`src/rtl/sipo_frame_ctrl_if.sv`:
```
// Bundle of the serial receive side and the framed parallel side of sipo_frame_ctrl.
// With SIPO_CTRL_ERRCNT_EN defined the bundle also carries the alignment error counter.
interface sipo_frame_ctrl_if #(
    parameter int WIDTH = 10
);
    logic             serial_in;
    logic             serial_valid;
    logic [WIDTH-1:0] parallel_out;
    logic             word_valid;
    logic             is_comma;
    logic             locked;
`ifdef SIPO_CTRL_ERRCNT_EN
    logic [7:0]       err_count;

    modport master (
        output serial_in, serial_valid,
        input  parallel_out, word_valid, is_comma, locked, err_count
    );
    modport slave (
        input  serial_in, serial_valid,
        output parallel_out, word_valid, is_comma, locked, err_count
    );
`else
    modport master (
        output serial_in, serial_valid,
        input  parallel_out, word_valid, is_comma, locked
    );
    modport slave (
        input  serial_in, serial_valid,
        output parallel_out, word_valid, is_comma, locked
    );
`endif
endinterface

```
`src/rtl/sipo_frame_ctrl.sv`:
```
// Comma-hunting word aligner and framer for the 10-bit SIPO receive path.
// Optional saturating alignment error counter when SIPO_CTRL_ERRCNT_EN is defined.
module sipo_frame_ctrl #(
    parameter int               WIDTH    = 10,
    parameter logic [WIDTH-1:0] COMMA    = 10'b0011111010,
    parameter int               LOCK_CNT = 3,
    parameter int               LOSS_CNT = 4
) (
    input  logic            clk,
    input  logic            reinicio,
    sipo_frame_ctrl_if.slave bus
);
    typedef enum logic [1:0] {SEARCH, CHECK, LOCKED} state_t;

    localparam int BW = $clog2(WIDTH);
    localparam int GW = $clog2(LOCK_CNT + 1);
    localparam int MW = $clog2(LOSS_CNT + 1);
    localparam logic [BW-1:0] BIT_LAST  = BW'(WIDTH - 1);
    localparam logic [GW-1:0] GOOD_LAST = GW'(LOCK_CNT - 1);
    localparam logic [MW-1:0] MISS_LAST = MW'(LOSS_CNT - 1);

    state_t           state_reg, state_next;
    logic [WIDTH-1:0] sr_reg, sr_next;
    logic [BW-1:0]    bit_cnt_reg, bit_cnt_next;
    logic [GW-1:0]    good_cnt_reg, good_cnt_next;
    logic [MW-1:0]    miss_cnt_reg, miss_cnt_next;
    logic [WIDTH-1:0] parallel_reg, parallel_next;
    logic             word_valid_reg, word_valid_next;
    logic             is_comma_reg, is_comma_next;
`ifdef SIPO_CTRL_ERRCNT_EN
    logic [7:0]       err_reg, err_next;
`endif

    logic [WIDTH-1:0] nxt;
    logic             hit;
    logic             on_boundary;
    logic [BW-1:0]    bit_cnt_inc;

    // Candidate shift-register contents: oldest bit ends up in the MSB.
    assign nxt[0] = bus.serial_in;
    generate
        for (genvar gi = 1; gi < WIDTH; gi++) begin : g_shift
            assign nxt[gi] = sr_reg[gi-1];
        end
    endgenerate

    assign hit         = (nxt == COMMA) || (nxt == ~COMMA);
    assign on_boundary = (bit_cnt_reg == BIT_LAST);
    assign bit_cnt_inc = on_boundary ? '0 : bit_cnt_reg + BW'(1);

    always_ff @(posedge clk) begin
        if (reinicio) begin
            state_reg      <= SEARCH;
            sr_reg         <= '0;
            bit_cnt_reg    <= '0;
            good_cnt_reg   <= '0;
            miss_cnt_reg   <= '0;
            parallel_reg   <= '0;
            word_valid_reg <= 1'b0;
            is_comma_reg   <= 1'b0;
`ifdef SIPO_CTRL_ERRCNT_EN
            err_reg        <= '0;
`endif
        end else begin
            state_reg      <= state_next;
            sr_reg         <= sr_next;
            bit_cnt_reg    <= bit_cnt_next;
            good_cnt_reg   <= good_cnt_next;
            miss_cnt_reg   <= miss_cnt_next;
            parallel_reg   <= parallel_next;
            word_valid_reg <= word_valid_next;
            is_comma_reg   <= is_comma_next;
`ifdef SIPO_CTRL_ERRCNT_EN
            err_reg        <= err_next;
`endif
        end
    end

    always_comb begin
        state_next    = state_reg;
        sr_next       = sr_reg;
        bit_cnt_next  = bit_cnt_reg;
        good_cnt_next = good_cnt_reg;
        miss_cnt_next = miss_cnt_reg;
        if (bus.serial_valid) begin
            sr_next      = nxt;
            bit_cnt_next = bit_cnt_inc;
            case (state_reg)
                SEARCH: begin
                    if (hit) begin
                        state_next    = CHECK;
                        bit_cnt_next  = '0;
                        good_cnt_next = GW'(1);
                    end
                end
                CHECK: begin
                    if (hit && on_boundary) begin
                        good_cnt_next = good_cnt_reg + GW'(1);
                        if (good_cnt_reg == GOOD_LAST) begin
                            state_next    = LOCKED;
                            miss_cnt_next = '0;
                        end
                    end else if (hit) begin
                        // Comma seen at a new phase: restart alignment from it.
                        bit_cnt_next  = '0;
                        good_cnt_next = GW'(1);
                    end
                end
                LOCKED: begin
                    if (hit && on_boundary) begin
                        miss_cnt_next = '0;
                    end else if (hit) begin
                        if (miss_cnt_reg == MISS_LAST) begin
                            state_next    = SEARCH;
                            bit_cnt_next  = '0;
                            good_cnt_next = '0;
                            miss_cnt_next = '0;
                        end else begin
                            miss_cnt_next = miss_cnt_reg + MW'(1);
                        end
                    end
                end
                default: state_next = SEARCH;
            endcase
        end
    end

    // A loss edge is always off-boundary, so it can never carry a strobe.
    always_comb begin
        parallel_next   = parallel_reg;
        word_valid_next = 1'b0;
        is_comma_next   = 1'b0;
`ifdef SIPO_CTRL_ERRCNT_EN
        err_next        = err_reg;
`endif
        if (bus.serial_valid && (state_reg == LOCKED)) begin
            if (on_boundary) begin
                parallel_next   = nxt;
                word_valid_next = 1'b1;
                is_comma_next   = hit;
            end
`ifdef SIPO_CTRL_ERRCNT_EN
            if (hit && !on_boundary && (err_reg != 8'hFF)) begin
                err_next = err_reg + 8'd1;
            end
`endif
        end
    end

    assign bus.parallel_out = parallel_reg;
    assign bus.word_valid   = word_valid_reg;
    assign bus.is_comma     = is_comma_reg;
    assign bus.locked       = (state_reg == LOCKED);
`ifdef SIPO_CTRL_ERRCNT_EN
    assign bus.err_count    = err_reg;
`endif

endmodule

```
`src/flat_wrapper.sv`:
```
// flat-port wrapper written by rule: the top's interface ports become plain ports
module sipo_frame_ctrl_flat 
#(
    parameter int               WIDTH    = 10,
    parameter logic [WIDTH-1:0] COMMA    = 10'b0011111010,
    parameter int               LOCK_CNT = 3,
    parameter int               LOSS_CNT = 4
)
  (clk, reinicio, bus_serial_in, bus_serial_valid, bus_parallel_out, bus_word_valid, bus_is_comma, bus_locked);
  sipo_frame_ctrl_if #(.WIDTH(WIDTH)) bus_i ();
  input  logic clk;
  input  logic reinicio;
  input wire logic [$bits(bus_i.serial_in)-1:0] bus_serial_in;
  input wire logic [$bits(bus_i.serial_valid)-1:0] bus_serial_valid;
  output wire logic [$bits(bus_i.parallel_out)-1:0] bus_parallel_out;
  output wire logic [$bits(bus_i.word_valid)-1:0] bus_word_valid;
  output wire logic [$bits(bus_i.is_comma)-1:0] bus_is_comma;
  output wire logic [$bits(bus_i.locked)-1:0] bus_locked;
  assign bus_i.serial_in = bus_serial_in;
  assign bus_i.serial_valid = bus_serial_valid;
  assign bus_parallel_out = bus_i.parallel_out;
  assign bus_word_valid = bus_i.word_valid;
  assign bus_is_comma = bus_i.is_comma;
  assign bus_locked = bus_i.locked;
  sipo_frame_ctrl #(.WIDTH(WIDTH), .COMMA(COMMA), .LOCK_CNT(LOCK_CNT), .LOSS_CNT(LOSS_CNT)) u_core (.clk(clk), .reinicio(reinicio), .bus(bus_i));
endmodule
```
`config.mk`:
```
export PLATFORM = sky130hd
export DESIGN_NAME = sipo_frame_ctrl_flat
export DESIGN_NICKNAME = d
export VERILOG_FILES = /design/src/rtl/sipo_frame_ctrl_if.sv /design/src/rtl/sipo_frame_ctrl.sv /design/src/flat_wrapper.sv
export SDC_FILE = /design/constraint.sdc
export NUM_CORES = 1
export LEC_CHECK = 0
export BUFFER_PORTS_ARGS = -buffer_cell sky130_fd_sc_hd__buf_2
export CAP_MARGIN = 20
export CORE_ASPECT_RATIO = 1.4
export CORE_UTILIZATION = 45
export CTS_CLUSTER_DIAMETER = 50
export CTS_CLUSTER_SIZE = 14
export DETAILED_ROUTE_END_ITERATION = 8
export GPL_ROUTABILITY_DRIVEN = 0
export GPL_TIMING_DRIVEN = 0
export PLACE_DENSITY = 0.67
export SETUP_SLACK_MARGIN = 0.02
export SYNTH_ARGS = -nofsm -noshare
export SYNTH_HDL_FRONTEND = slang
export SYNTH_SLANG_ARGS = --single-unit
export TNS_END_PERCENT = 50
```
`constraint.sdc`:
```
create_clock -name clk -period 2.6 [get_ports clk]
set_input_delay 0.52 -clock clk [delete_from_list [all_inputs] [get_ports clk]]
set_output_delay 0.52 -clock clk [all_outputs]
set_load 0.005 [all_outputs]
```
==> flow_summary_export.csv <==
group,metric,value,unit
sta,finalSetupViolations,0,
route,routed-via-count,1294,
place,placed_cell_area,0.001670,mm²
grt,grt_max_degree,11,
setup_path,worst-path-buf-inv,0,
grt,grt_pass1_vias,1303,
grt,grt_antenna_before_repair,0,
logic_synthesis,yosysSeqAreaShare,41.42,%
logic_synthesis,syn_inst,165,
clock_tree,worstSkewPairLatency,0.29,ns
place,portBuffers,15,
clock_tree,clockBufferDepth,2,
place,place_ws,0.2811,ns
setup_path,worstSetupPathType,"flop to flop",
route,post-route-drc-count,0,
grt,grt_usage,22.08,%
clock_tree,cts_tree,"yes",
setup_path,ff2ff_path_depth,5,
setup_path,crit_path_top_delay_cell,"or4b_4",
hold_path,holdPathStages,2,
floorplan,dieArea,0.003679,mm²
sta,finalHoldViolations,0,
clock_tree,cts_made_buffers,5,
floorplan,ios,17,
setup_path,cp_top_family,"simple AND/OR/NAND/NOR gates",
route,routed_wl,3316,µm
logic_synthesis,synth_edf_count,0,
hold_path,holdPathEnd,"u_core.miss_cnt_reg[1]$_SDFFE_PP0P_",
floorplan,die_h,71.37,µm
route,dr.pass1.iters,4,
sta,min_period,2.354,ns
place,dp.cells,219,
setup_path,critical-path-max-stage-delay,0.56,ns
route,drt_iter0_drc,31,
clock_tree,clockRootBuffer,"clkbuf_8",
status,outcome,"complete, no violations",
layout,largest_reg_flops,10,
sta,holdWs,0.4660,ns
sta,final.setup.tns,0,ns
setup_path,crit_chain,"or4b_4 -> nor4_4 -> o21ai_0 -> a221oi_1 -> o221a_2",
logic_synthesis,ys_types,38,
logic_synthesis,synth_ff_type,"dfxtp_1",
floorplan,dieWidth,51.55,µm
hold_path,min_from,"u_core.miss_cnt_reg[1]$_SDFFE_PP0P_",
grt,overflow,0,
power,power.density,589.2,mW/mm²
clock_tree,post_cts_buffers,0,
sta,fin_worst_skew,0.003352,ns
route,wl_per_cell,14.61,µm
layout,final_common_cell,"dfxtp_1",
sta,max_freq,424.7,MHz
logic_synthesis,syn-cell-area,0.001546,mm²
place,post-dp-hpwl,2448,µm
setup_path,cp.arrival,2.59,ns
sta,max_slew_margin,51.96,%
sta,fin_crit_sh,90.56,%
clock_tree,hold_buffers,0,
route,viasPerCell,5.700,
sta,rsz0062_at_grt,"no",
power,p_leak,0.0008067,µW
layout,antennaDiodeCount,0,
route,ant_nets,0,
grt,grt_pass1_wl,6044,µm
clock_tree,ctsResizeCount,0,
logic_synthesis,ys_ff_latch,32,
layout,stdcell_area,0.001797,mm²
layout,nets,199,
setup_path,setup.worst_path.start_class,"flop",
floorplan,initial_core_util,48.58,%
setup_path,r2r_end,"u_core.state_reg[1]$_SDFFE_PP0P_",
logic_synthesis,synth_nets,177,
clock_tree,clk_pin_slew_worst_paths,0.06,ns
job,max_cap_viol_count,0,
layout,final_cell_mix,"dfxtp_1 (32), nor2_1 (26), mux2i_1 (20)",
layout,drive_above_1_share,17.02,%
setup_path,r2r_setup_slack,0.25,ns
floorplan,std_cell_rows,24,
layout,finalNonFillerCells,227,
sta,drv_slew,0,
setup_path,crit_required,2.84,ns
logic_synthesis,yosysWarnings,0,
floorplan,core_area,0.003183,mm²
hold_path,min_path_type,"flop to flop",
logic_synthesis,syn_area_per_cell,9.373,µm²
sta,layout_setup_ws,0.2455,ns
layout,syn2layout_area_growth,16.18,%
power,irDropWorstVdd,0.0005667,V
setup_path,crit_path_end_kind,"flop",
setup_path,rr_startpoint,"u_core.sr_reg[0]$_SDFFE_PP0P_",
sta,tightest_slew,0.7206,ns
setup_path,worstPathMaxFanout,9,
logic_synthesis,async_flop_share,0,%
clock_tree,cts.sinks,32,
clock_tree,h-tree-depth,2,
## worst register-to-register path: cells and delay by family (launching register included)
family / cells / cell delay (ns)
flip-flops: 1 / 0.36
AO/OA/AOI/OAI: 3 / 0.97
AND/OR/NAND/NOR: 2 / 0.98
## cell type report
cell class                 instances  area, µm²
clock buffer                       7      96.34
clock inverter                     1      30.03
fill                             314       1386
inverter                           8      30.03
timing repair buffer              15      75.07
sequential                        32      640.6
tap                               39      48.80
buffer                             7      26.28
multi-input combinational        118      849.6
## power breakdown
| part | total [µW] | internal (µW) | switching (µW) |
|---|---|---|---|
| Sequential | 500 | 494 | 5.53 |
| Combinational | 38.9 | 14.0 | 24.9 |
| Clock | 520 | 338 | 182 |
| Total | 1060 | 846 | 212 |
## kinds of logic (layout without fill, tap and decap cells)
kind of cell / after synthesis / after routing / share of synthesized area [%]
flops: 32 / 32 / 41.42
buf+inv: 15 / 38 / 3.641
compound gates: 27 / 27 / 12.14
mux: 21 / 21 / 13.67
fa+ha+maj: 8 / 8 / 6.473
simple gates: 62 / 62 / 22.65
## metal layers
metal,global-route usage (%),up-vias,part of all wire [%]
li1,-,630,-
met1,24.37,636,41
met2,38.67,22,53
met3,5.732,6,3.2
met4,9.910,0,2.2
met5,0,-,0
## worst max-delay path by stage
| stage | from | end | depth (start not counted) |
|---|---|---|---|
| 4_1_cts | u_core.sr_reg[0]$_SDFFE_PP0P_ | u_core.state_reg[1]$_SDFFE_PP0P_ | 5 |
| 5_1_grt | u_core.sr_reg[0]$_SDFFE_PP0P_ | u_core.state_reg[0]$_SDFFE_PP0P_ | 5 |
| 2_1_floorplan | u_core.sr_reg[0]$_SDFFE_PP0P_ | u_core.miss_cnt_reg[0]$_SDFFE_PP0P_ | 5 |
| 6_report | u_core.sr_reg[0]$_SDFFE_PP0P_ | u_core.state_reg[1]$_SDFFE_PP0P_ | 5 |
| 3_5_place_dp | bus_serial_valid | u_core.good_cnt_reg[1]$_SDFFE_PP0P_ | 6 |
| 3_3_place_gp | bus_serial_in | u_core.state_reg[1]$_SDFFE_PP0P_ | 6 |
## metrics by stage
| stage | power, µW | util, % |
|---|---|---|
| detailed placement | 550.1 | 52.48 |
| CTS | 1074 | 56.45 |
| global placement | 548.7 | 52.48 |
| global route | 1106 | 56.45 |
| floorplan | 537.9 | - |
| finish | 1059 | 56.45 |
## synthesized netlist by cell type, drive strengths merged, types with 3 or more instances
library cell,count,area [µm²]
o21ai,6,33.78
a211oi,3,22.52
mux2i,20,200.2
dfxtp,32,640.6
clkbuf,6,22.52
nor2,26,97.59
nand4b,4,35.03
ha,8,100.1
nand2,12,45.04
nand3,3,15.01
inv,8,30.03
a21oi,4,20.02
Power figures use the tool's default switching activity.
